File: config.mk
export PLATFORM = sky130hd
export DESIGN_NAME = r5p_bus_arb
export DESIGN_NICKNAME = d
export VERILOG_FILES = /design/src/rtl/r5p_pkg.sv /design/src/rtl/r5p_arb_rr.sv /design/src/rtl/r5p_bus_arb.sv
export SDC_FILE = /design/constraint.sdc
export NUM_CORES = 1
export LEC_CHECK = 0
export ABC_AREA = 1
export ABC_CLOCK_PERIOD_IN_PS = 1550
export BUFFER_PORTS_ARGS = -buffer_cell sky130_fd_sc_hd__buf_2
export CORE_AREA = 2 2 106 108
export CTS_CLUSTER_DIAMETER = 200
export DETAILED_ROUTE_END_ITERATION = 6
export DIE_AREA = 0 0 108 110
export PLACE_DENSITY_LB_ADDON = 0.2
export SLEW_MARGIN = 20
export SYNTH_ARGS = -nofsm -noshare
export SYNTH_HDL_FRONTEND = slang
export SYNTH_HIERARCHICAL = 1
export SYNTH_SLANG_ARGS = --single-unit
File: constraint.sdc
create_clock -name clk -period 1.55 [get_ports clk]
set_input_delay 0.155 -clock clk [delete_from_list [all_inputs] [get_ports clk]]
set_output_delay 0.155 -clock clk [all_outputs]
set_load 0.05 [all_outputs]
File: src/rtl/r5p_pkg.sv
// ============================================================================
// r5p_pkg : shared types for the R5P bus fabric (arbiter owner, request bundle)
// Revision: 1.0
// ============================================================================
`default_nettype none

package r5p_pkg;

   typedef enum logic {
      ARB_IF = 1'b0,
      ARB_LS = 1'b1
   } arb_own_t;

   localparam int unsigned R5P_AW = 32;
   localparam int unsigned R5P_DW = 32;
   localparam int unsigned R5P_BW = R5P_DW / 8;

   // Request bundle for one port at the default core widths.
   typedef struct packed {
      logic                    wen;
      logic [R5P_AW-1:0]       adr;
      logic [R5P_BW-1:0]       ben;
      logic [R5P_BW-1:0][7:0]  wdt;
   } bus_req_t;

endpackage : r5p_pkg

`default_nettype wire

File: src/rtl/r5p_arb_rr.sv
// ============================================================================
// r5p_arb_rr : 2-way grant logic (round-robin or fixed ls priority) with lock
// Revision: 1.0
// ============================================================================
`default_nettype none

module r5p_arb_rr
   import r5p_pkg::*;
#(
   parameter ARB = "RR"
)(
   input  logic clk,
   input  logic rst,
   input  logic req_if,
   input  logic req_ls,
   input  logic xfr,
   output logic sel_if,
   output logic sel_ls
);

   localparam logic POL_LS = (ARB == "LS");

   logic     pri;
   logic     lck_vld;
   arb_own_t lck_own;
   logic     any_req;
   logic     cnt_req;
   logic     win_ls;

   always_comb begin
      any_req = req_if | req_ls;
      cnt_req = req_if & req_ls;
      win_ls  = req_ls & (~req_if | POL_LS | pri);
      sel_if  = 1'b0;
      sel_ls  = 1'b0;
      // A stalled handshake keeps its owner until the transfer completes.
      if (lck_vld) begin
         sel_if = (lck_own == ARB_IF);
         sel_ls = (lck_own == ARB_LS);
      end else begin
         sel_ls = win_ls;
         sel_if = any_req & ~win_ls;
      end
   end

   always_ff @(posedge clk or posedge rst) begin
      if (rst) begin
         pri     <= 1'b1;
         lck_vld <= 1'b0;
         lck_own <= ARB_IF;
      end else begin
         if (any_req & ~xfr) begin
            lck_vld <= 1'b1;
            lck_own <= sel_ls ? ARB_LS : ARB_IF;
         end else if (xfr) begin
            lck_vld <= 1'b0;
         end
         // Priority passes to the loser; pri=1 means ls is favoured.
         if (!POL_LS && xfr && cnt_req) begin
            pri <= sel_if;
         end
      end
   end

endmodule : r5p_arb_rr

`default_nettype wire

File: src/rtl/r5p_bus_arb.sv
// ============================================================================
// r5p_bus_arb : shares one memory bus between fetch and load/store requesters
// Revision: 1.0
// ============================================================================
`default_nettype none

module r5p_bus_arb
   import r5p_pkg::*;
#(
   parameter int unsigned AW  = 32,
   parameter int unsigned DW  = 32,
   parameter int unsigned BW  = DW/8,
   parameter              ARB = "RR"
)(
   input  logic                clk,
   input  logic                rst,
   input  logic                if_vld,
   input  logic [AW-1:0]       if_adr,
   output logic [BW-1:0][8-1:0] if_rdt,
   output logic                if_rdy,
   input  logic                ls_vld,
   input  logic                ls_wen,
   input  logic [AW-1:0]       ls_adr,
   input  logic [BW-1:0]       ls_ben,
   input  logic [BW-1:0][8-1:0] ls_wdt,
   output logic [BW-1:0][8-1:0] ls_rdt,
   output logic                ls_rdy,
   output logic                m_vld,
   output logic                m_wen,
   output logic [AW-1:0]       m_adr,
   output logic [BW-1:0]       m_ben,
   output logic [BW-1:0][8-1:0] m_wdt,
   input  logic [BW-1:0][8-1:0] m_rdt,
   input  logic                m_rdy
);

   logic     sel_if;
   logic     sel_ls;
   logic     xfr;
   logic     rsp_vld;
   arb_own_t rsp_own;

   assign m_vld = if_vld | ls_vld;
   assign xfr   = m_vld & m_rdy;

   r5p_arb_rr #(
      .ARB    (ARB)
   ) u_arb (
      .clk    (clk),
      .rst    (rst),
      .req_if (if_vld),
      .req_ls (ls_vld),
      .xfr    (xfr),
      .sel_if (sel_if),
      .sel_ls (sel_ls)
   );

   // Fetch is always a full-width read.
   always_comb begin
      m_wen = 1'b0;
      m_adr = if_adr;
      m_ben = '1;
      m_wdt = '0;
      if (sel_ls) begin
         m_wen = ls_wen;
         m_adr = ls_adr;
         m_ben = ls_ben;
         m_wdt = ls_wdt;
      end
   end

   assign if_rdy = m_rdy & sel_if;
   assign ls_rdy = m_rdy & sel_ls;

   always_ff @(posedge clk or posedge rst) begin
      if (rst) begin
         rsp_vld <= 1'b0;
         rsp_own <= ARB_IF;
      end else begin
         rsp_vld <= xfr & ~m_wen;
         if (xfr) begin
            rsp_own <= sel_ls ? ARB_LS : ARB_IF;
         end
      end
   end

   assign if_rdt = (rsp_vld && rsp_own == ARB_IF) ? m_rdt : '0;
   assign ls_rdt = (rsp_vld && rsp_own == ARB_LS) ? m_rdt : '0;

endmodule : r5p_bus_arb

`default_nettype wire

==> results of run 1 <==
==> repair_timing <==
action,CTS,global route
gates cloned,5,2
hold buffers,1,0
endpoints found under the hold margin,4,0
buffers inserted,4,0
endpoints found under the setup margin,71,99
resized for setup,133,169
pin swaps,2,4
==> where the power goes <==
group / internal [mW] / switching (mW)
Clock: 0.176 / 0.0615
Sequential: 0.157 / 0.0173
Combinational: 1.19 / 2.10
Total: 1.53 / 2.18
==> worst min path at each step <==
stage	to	slack (ns)	cells past startpoint
after CTS	rsp_vld$_DFF_PP0_	0.22	4
final	rsp_vld$_DFF_PP0_	0.22	4
after global routing	rsp_vld$_DFF_PP0_	0.23	4
after global placement	rsp_vld$_DFF_PP0_	0.02	2
after detailed placement	rsp_own$_DFFE_PP0P_	0.02	2
after floorplan	rsp_own$_DFFE_PP0P_	-0.10	1
==> cells in the mapped netlist <==
library cell and instances:
nand2_1 82, o21ai_0 32, o21ai_2 1, o21ai_1 2, a21oi_1 2, buf_4 4
clkbuf_1 2, nand2_2 3, inv_2 1, nor2_2 2, or2_2 1, nand4_1 1
nor2_1 67, clkbuf_8 1, dfstp_2 1, buf_2 3, buf_6 7, dfrtp_1 4
inv_1 110
==> kinds of logic after synthesis <==
group,share of synthesized area (%)
simple gates,40.7
buf+inv,38.0
flops,8.54
compound gates,12.8
==> through the flow <==
stage	util, %	total power, mW	TNS [ns]
after floorplan	-	2.01	-4.14
after global placement	29.2	2.69	-0.478
after detailed placement	29.2	2.69	-0.907
after CTS	35.0	3.46	-11.87
after global routing	39.2	3.89	-12.14
final	39.3	3.70	-7.11
==> cell usage in the layout (no fill, tap or decap), types with 10 or more instances in the layout <==
cell,instances
buf_6,48
clkbuf_4,21
buf_2,174
o21ai_2,29
inv_1,85
nor2_1,66
nand2_1,44
buf_4,10
inv_2,20
nand2_4,16
buf_8,24
buf_12,10
nand2_2,24
==> area by class of cell <==
type                    instances  area [sq um]
diodes                          1          2.50
clock buffers                   4          45.0
fillers                      1174          6500
inverters                     111           439
multi-input cells             194          1120
flip-flops and latches          5           126
well taps                     140           175
repair buffers                291          2290
==> metal layers <==
metal	up-vias	GRT usage [%]
met1	1276	11.5
met3	2	3.00
met4	0	1.10
li1	1454	-
met5	-	0
met2	168	26.7
==> sequential cells by signal (all words and copies together) (netlist names) <==
| signal | flops |
|---|---|
| u_arb/pri | 1 |
| rsp_own | 1 |
| u_arb/lck_own | 1 |
| u_arb/lck_vld | 1 |
| rsp_vld | 1 |
==> worst register-to-register path: stages (launching register included) <==
cell,delay [ns]
dfstp_2,0.53
inv_2,0.03
nand2_2,0.06
nand2_4,0.10
nand2_8,0.13
buf_12,0.15
nand2_2,0.06
inv_2,0.06
buf_4,0.10
nand2_1,0.04
nand2_1,0.05
==> flow_metrics.tcl, run 1 <==
set metrics [dict create \
    status "finished with violations" \
    violations "negative setup slack" \
    fmax_mhz 589 \
    worst-path-buf-inv 3 \
    vias 2900 \
    worstSkewPairLatency_ns 0.22 \
    dp.cells 732 \
    ff2ff_setup_slack_ns 0.19 \
    nets 744 \
    yosysTopAreaCellShare_pct 27.9 \
    drtPass1Iterations 4 \
    clk_path_buf_depth 2 \
    cp.arrival_ns 1.54 \
    tightest_slew_ns 0.327 \
    min_from "ls_wen" \
    finalSetupViolCount 71 \
    routed_wl_microns 8840 \
    dr.max_layer_used "met4" \
    post-dp-hpwl_microns 7040 \
    core.rowCount 38 \
    yosys-top-cells-area "inv_1, nand2_1, nor2_1" \
    stdcell_count 746 \
    setup.worst_path.end_class "output pin" \
    r2r_end "rsp_own$_DFFE_PP0P_" \
    cp-endpoint "m_adr[21]" \
    io_pins 274 \
    wl_met3_microns 838 \
    wl_met2_microns 4990 \
    cts_tree "done" \
    crit_fanout 9 \
    antenna_found_initial 1 \
    grt_max_degree 33 \
    max_slew_margin_pct 78.0 \
    clock_sinks 5 \
    start_util_pct 13.8 \
    min_period_ns 1.70 \
    die_y_microns 110 \
    maxCapViolCount 0 \
    met1Wirelength_microns 2980 \
    final_area_sq_um 4200 \
    hold_viol 0 \
    grt_pass1_vias 2544 \
    final-max-slew-violation-count 0 \
    grt_usage_pct 12.2 \
    fp.dieW_microns 108 \
    wl_per_cell_microns 11.8 \
    rsz0062_at_grt "yes" \
    grt_pass1_wl_microns 11600 \
    reg2regPathDepth 10 \
    cts-root-buf "clkbuf_8" \
    synthToLayoutAreaGrowth_pct 184 \
    seq_area_frac_synth_pct 8.54 \
    pre_cts_ws_ns -0.0659 \
    cts_made_buffers 3 \
    grt_overflow 0 \
    hold_path_class "input port to flop" \
    syn_inst 326 \
    crit_type "flop to output pin" \
    path_delay_family "flip-flops" \
    place_area_sq_um 3120 \
    synth_top_area_cell "inv_1" \
    drc 0 \
    synth.distinct_cells 19 \
    post-route-period-util_pct 110 \
    crit_cells 8 \
    crit_required_ns 1.39 \
    startpoint_type "flop" \
    skew_ns 0.000987 \
    clk_pin_slew_ns 0.04 \
    hold_slack_ns 0.217 \
    synth_warnings 6 \
    critPathSlowestCell "dfstp_2" \
    io_buffers 273 \
    syn_area_per_cell_sq_um 4.54 \
    cts-htree-levels 1 \
    final_layout_size_suffix_gt1_share_pct 65.5 \
    crit_start "u_arb/pri$_DFFE_PP1P_" \
    crit_chain "inv_2 -> nand2_2 -> nand2_4 -> nand2_8 -> buf_6 -> nand2_1 -> o21ai_1 -> buf_6" \
    syn_nets 464 \
    synthesis.area_sq_um 1480 \
    core_area_sq_um 10700 \
    via_per_inst 3.89 \
    drtIter0Drc 87 \
    ir_drop_mv 0.657 \
    synth-seq-cells 5 \
    globalplace.congestion 0.732 \
    powerDensity_nw_per_um2 882 \
    drtAntennaViolNets 0 \
    critPathMostFrequentCell "buf_6" \
    cp_slowest_stage_delay_ns 0.53 \
    r2r_start "u_arb/pri$_DFFE_PP1P_" \
    power.leakage_nw 2.70 \
    fin_ws_ns -0.147 \
    dieArea_sq_um 11900 \
]
(Power assumes the default switching activity.)
==> inputs of run 2 (changes only) <==
- CORE_AREA: 2 2 106 108 -> 5 5 103 105
- SLEW_MARGIN: 20 -> 25
==> flow_metrics.tcl, run 2 (synthesized netlist as in run 1, its figures left out) <==
set metrics [dict create \
    status "finished with violations" \
    violations "negative setup slack" \
    clk_path_buf_depth 2 \
    core.rowCount 36 \
    ir_drop_mv 0.501 \
    hold_path_class "input port to flop" \
    drtIter0Drc 160 \
    fin_ws_ns -0.210 \
    grt_max_degree 33 \
    cts_made_buffers 3 \
    crit_type "flop to output pin" \
    vias 2920 \
    cts_tree "done" \
    rsz0062_at_grt "yes" \
    final-max-slew-violation-count 0 \
    powerDensity_nw_per_um2 888 \
    final_common_cell "buf_2" \
    p_int_mw 1.59 \
    power_frac_seq_pct 4.6 \
    start_util_pct 15.5 \
    min_period_ns 1.76 \
    drtAntennaViolNets 0 \
    antenna_found_initial 1 \
    fin_tns_setup_ns -10.27 \
    setup.worst_path.end_class "output pin" \
    crit_fanout 7 \
    p_clk_share_pct 6.2 \
    cts-root-buf "clkbuf_8" \
    antenna_cells 0 \
    power.leakage_nw 2.78 \
    grt_usage_pct 12.9 \
    path_delay_family "flip-flops" \
    final_layout_size_suffix_gt1_share_pct 66.4 \
    core_area_sq_um 9550 \
    io_buffers 273 \
    tightest_slew_ns 0.318 \
    io_pins 274 \
    crit_required_ns 1.39 \
    worstSkewPairLatency_ns 0.22 \
    drc 0 \
    clk_pin_slew_ns 0.03 \
    grt_pass1_vias 2753 \
    post-dp-hpwl_microns 7120 \
    crit_chain "inv_2 -> nand2_2 -> nand2_4 -> nand2_8 -> buf_6 -> buf_12 -> nand2_1 -> clkinvlp_4 -> buf_8" \
    cp.arrival_ns 1.61 \
    wl_per_cell_microns 12.6 \
    nets 758 \
    netSwitchingFraction_pct 58.2 \
    routed_wl_microns 9470 \
    final_area_sq_um 4270 \
    cts-htree-levels 1 \
    worst-path-buf-inv 5 \
    synthToLayoutAreaGrowth_pct 188 \
    finalSetupViolCount 71 \
    grt_overflow 0 \
    startpoint_type "flop" \
    globalplace.congestion 0.761 \
    drtPass1Iterations 4 \
    post-route-period-util_pct 114 \
    critPathSlowestCell "dfstp_2" \
    ff2ff_setup_slack_ns 0.15 \
    cp_slowest_stage_delay_ns 0.52 \
    final_cell_mix "buf_2, inv_1, nor2_1" \
    maxCapViolCount 0 \
    skew_ns 0.00149 \
    fmax_mhz 568 \
    hold_slack_ns 0.237 \
    die_y_microns 110 \
    clock_sinks 5 \
    hold_viol 0 \
    grt_pass1_wl_microns 12600 \
    combinationalPowerShare_pct 89.2 \
    dieArea_sq_um 11900 \
    power_switching_mw 2.21 \
    place_area_sq_um 3080 \
    max_slew_margin_pct 78.5 \
    fp.dieW_microns 108 \
    fin_total_pwr_mw 3.79 \
    via_per_inst 3.88 \
]
## run 2: worst paths after layout
path                                             from               endpoint  cells past startpoint
worst max-delay path            u_arb/pri$_DFFE_PP1P_              m_wdt[26]                      9
worst min-delay path                           ls_wen      rsp_vld$_DFF_PP0_                      4
worst max register to register  u_arb/pri$_DFFE_PP1P_    rsp_own$_DFFE_PP0P_                     10
worst min register to register  u_arb/pri$_DFFE_PP1P_  u_arb/pri$_DFFE_PP1P_                      2
max in group asynchronous                         rst  u_arb/pri$_DFFE_PP1P_                      3
min in group asynchronous                         rst    rsp_own$_DFFE_PP0P_                      3
## run 2: routing by layer
metal / up-vias / GRT usage (%) / part of all wire, %
li1: 1490 / - / -
met1: 1247 / 13.4 / 34
met2: 173 / 25.6 / 53
met3: 8 / 3.79 / 12
met4: 2 / 2.71 / 1.1
met5: - / 0 / 0.14
## run 2: worst register-to-register path, cell delays in order, from the launching register on
cell       delay, ns
dfstp_2         0.52
inv_2           0.04
nand2_2         0.06
nand2_4         0.08
nand2_8         0.11
buf_4           0.14
clkbuf_16       0.15
nand2_1         0.06
inv_2           0.06
nand2_1         0.05
nand2_1         0.06
## run 2: what timing repair did
action	CTS	global route
hold endpoints to repair	4	0
buffers inserted	1	11
cloned	3	7
hold buffers	1	0
pin swaps	6	9
setup endpoints to repair	71	85
gates resized for setup	169	118
## run 2: area by class of cell
cell class                 instances  area [sq um]
sequential                         5           126
tap                              133           166
fill                             948          5280
timing repair buffer             305          2370
clock buffer                       4          45.0
inverter                         111           442
multi-input combinational        194          1110
## run 2: power groups by stage
stage                     Combinational, mW  Clock (mW)  Sequential, mW
after floorplan                        1.84           0           0.167
after global placement                 2.45           0           0.169
after detailed placement               2.45           0           0.170
after CTS                              2.96       0.243           0.171
after global routing                   3.56       0.260           0.175
final                                  3.38       0.235           0.174
## run 2: per-stage QoR
stage               worst slack, ns  cells  utilization, %
finish                       -0.210    752            44.7
global placement            -0.0280    727            32.3
CTS                          -0.186    736            39.0
floorplan                    -0.181    326               -
global route                 -0.279    752            44.7
detailed placement          -0.0560    727            32.3
==> inputs of run 3 (changes only) <==
- ABC_AREA: 1 -> not set
- CORE_AREA: 5 5 103 105 -> 5 5 102 104
- DIE_AREA: 0 0 108 110 -> 0 0 107 109
==> flow_metrics.tcl, run 3 <==
set metrics [dict create \
    post-route-period-util_pct 125 \
    post-dp-hpwl_microns 6960 \
    crit_required_ns 1.39 \
    crit_chain "nor2b_2 -> o21ai_4 -> buf_12 -> buf_8 -> buf_6 -> mux2_4 -> buf_8" \
    seq_area_frac_synth_pct 8.17 \
    ir_drop_mv 0.508 \
    drtPass1Iterations 4 \
    synthesis.area_sq_um 1550 \
    final_cell_mix "buf_2, buf_6, and2_1" \
    hold_slack_ns 0.247 \
    fin_ws_ns -0.383 \
    clk_pin_slew_ns 0.04 \
    core_area_sq_um 9460 \
    powerDensity_nw_per_um2 1090 \
    synth.distinct_cells 26 \
    finalSetupViolCount 70 \
    fin_total_pwr_mw 4.36 \
    syn_area_per_cell_sq_um 8.54 \
    globalplace.congestion 0.750 \
    via_per_inst 4.01 \
    crit_fanout 6 \
    pre_cts_ws_ns -0.227 \
    combinationalPowerShare_pct 90.0 \
    drtAntennaViolNets 0 \
    maxCapViolCount 0 \
    synthArstFlopShare_pct 100 \
    synth_warnings 6 \
    tightest_slew_ns 0.244 \
    grt_overflow 0 \
    die_y_microns 109 \
    final-max-slew-violation-count 0 \
    drtIter0Drc 88 \
    fp.dieW_microns 107 \
    crit_type "flop to output pin" \
    fillers 931 \
    cts-htree-levels 1 \
    final_common_cell "buf_2" \
    p_clk_share_pct 5.5 \
    nets 611 \
    yosysTopAreaCellShare_pct 30.1 \
    synthFlopType "dfrtp_1" \
    worstSkewPairLatency_ns 0.22 \
    syn_inst 181 \
    synth_top_area_cell "mux2_4" \
    place_area_sq_um 3160 \
    hold_viol 0 \
    netSwitchingFraction_pct 54.1 \
    clk_path_buf_depth 2 \
    clock_sinks 5 \
    syn_nets 319 \
    synth_enable_flop_cells 0 \
    final_area_sq_um 4010 \
    power_switching_mw 2.36 \
    rsz0062_at_grt "yes" \
    start_util_pct 16.3 \
    min_period_ns 1.93 \
    synth.top_cells.by_count "and2_1, and3_1, mux2_4" \
    postLayoutCoreUtil_pct 42.4 \
    fmax_mhz 517 \
    synth.most_common_cell "and2_1" \
    vias 2349 \
    dieArea_sq_um 11700 \
    synthToLayoutAreaGrowth_pct 159 \
    grt_max_degree 34 \
    routed_wl_microns 8750 \
    final_layout_size_suffix_gt1_share_pct 81.8 \
    yosys-top-cells-area "mux2_4, and2_1, and3_1" \
    max_slew_margin_pct 83.6 \
    setup.worst_path.end_class "output pin" \
    hold_path_class "input port to flop" \
    cp_slowest_stage_delay_ns 0.53 \
    cts_made_buffers 3 \
    grt_pass1_wl_microns 11900 \
    status "finished with violations" \
    power_frac_seq_pct 4.6 \
    core.rowCount 36 \
    wl_per_cell_microns 14.9 \
    cts-root-buf "clkbuf_8" \
    cts_tree "done" \
    critPathSlowestCell "dfstp_2" \
    violations "negative setup slack" \
    io_pins 274 \
    grt_usage_pct 12.6 \
    power.leakage_nw 2.39 \
    antenna_cells 0 \
    antenna_found_initial 0 \
    grt_pass1_vias 2328 \
    drc 0 \
    synth-seq-cells 5 \
    critPathMostFrequentCell "buf_8" \
    p_int_mw 2.00 \
    io_buffers 273 \
    skew_ns 0.00300 \
    startpoint_type "flop" \
    cp.arrival_ns 1.78 \
]
run 3: cell types whose count changed after synthesis, sizes merged, moves of 6 or more:
cell / change
inv: -107
nand2: -82
and2: +67
nor2: -66
mux2: +33
and3: +32
o21ai: -32
buf: -6
clkbuf: +6
run 3: area by class of cell:
class / count / area, sq um / area share [%]
inverter: 4 / 15.0 / 0.374
multi-input combinational: 155 / 1370 / 34.1
clock buffer: 4 / 45.0 / 1.12
tap: 114 / 143 / 3.56
sequential: 5 / 126 / 3.15
timing repair buffer: 304 / 2310 / 57.7
run 3: cells by family (layout without fill, tap and decap cells):
| logic type | Yosys count | count (layout) | synth area share [%] |
|---|---|---|---|
| AOI/OAI and AO/OA | 5 | 5 | 2.10 |
| buffers and inverters | 21 | 312 | 10.9 |
| DFF | 5 | 5 | 8.17 |
| muxes | 34 | 34 | 32.2 |
| and+or+nand+nor | 116 | 116 | 46.6 |
run 3: per-layer routing:
| metal | track usage, % | wire length [microns] |
|---|---|---|
| met2 | 25.3 | 5090 |
| met1 | 14.0 | 3050 |
| met4 | 2.19 | 27 |
| met3 | 2.07 | 595 |
| met5 | 0 | 0 |
run 3: timing repair:
action                                  4_1_cts  5_1_grt
pin swaps                                     1        5
hold endpoints to repair                      4        0
gates resized for setup                     173       48
cloned                                        1        0
hold buffers                                  1        0
endpoints found under the setup margin       71      107
setup buffers                                 6        5
run 3: power groups by stage:
stage	sequential, mW	clock, mW	combinational (mW)
floorplan	0.203	0	2.40
global placement	0.190	0	3.13
detailed placement	0.193	0	3.13
CTS	0.195	0.248	3.77
global route	0.202	0.256	4.08
finish	0.199	0.238	3.92
run 3: worst max-delay path: cells and delay by family, from the launching register on:
family,cells,cell delay [ns]
flip-flops,1,0.53
buffers and inverters,4,0.52
multiplexers,1,0.30
AO/OA/AOI/OAI,1,0.15
AND/OR/NAND/NOR,1,0.05
run 3: worst paths after layout:
check | from | cells past startpoint | slack [ns] | to
setup / recovery | u_arb/pri$_DFFE_PP1P_ | 7 | -0.38 | m_adr[29]
hold / removal | ls_wen | 3 | 0.25 | rsp_vld$_DFF_PP0_
setup reg to reg | u_arb/lck_vld$_DFFE_PP0P_ | 8 | 0.05 | rsp_own$_DFFE_PP0P_
hold reg to reg | u_arb/lck_own$_DFFE_PP0P_ | 2 | 0.60 | u_arb/pri$_DFFE_PP1P_
max in group asynchronous | rst | 3 | 0.96 | u_arb/pri$_DFFE_PP1P_
min in group asynchronous | rst | 3 | 0.35 | rsp_vld$_DFF_PP0_
run 3: stage by stage:
step / setup TNS (ns) / std cells
global placement: -6.12 / 569
floorplan: -0.518 / 181
detailed placement: -7.59 / 569
CTS: -21.93 / 581
global route: -23.01 / 586
finish: -19.44 / 586
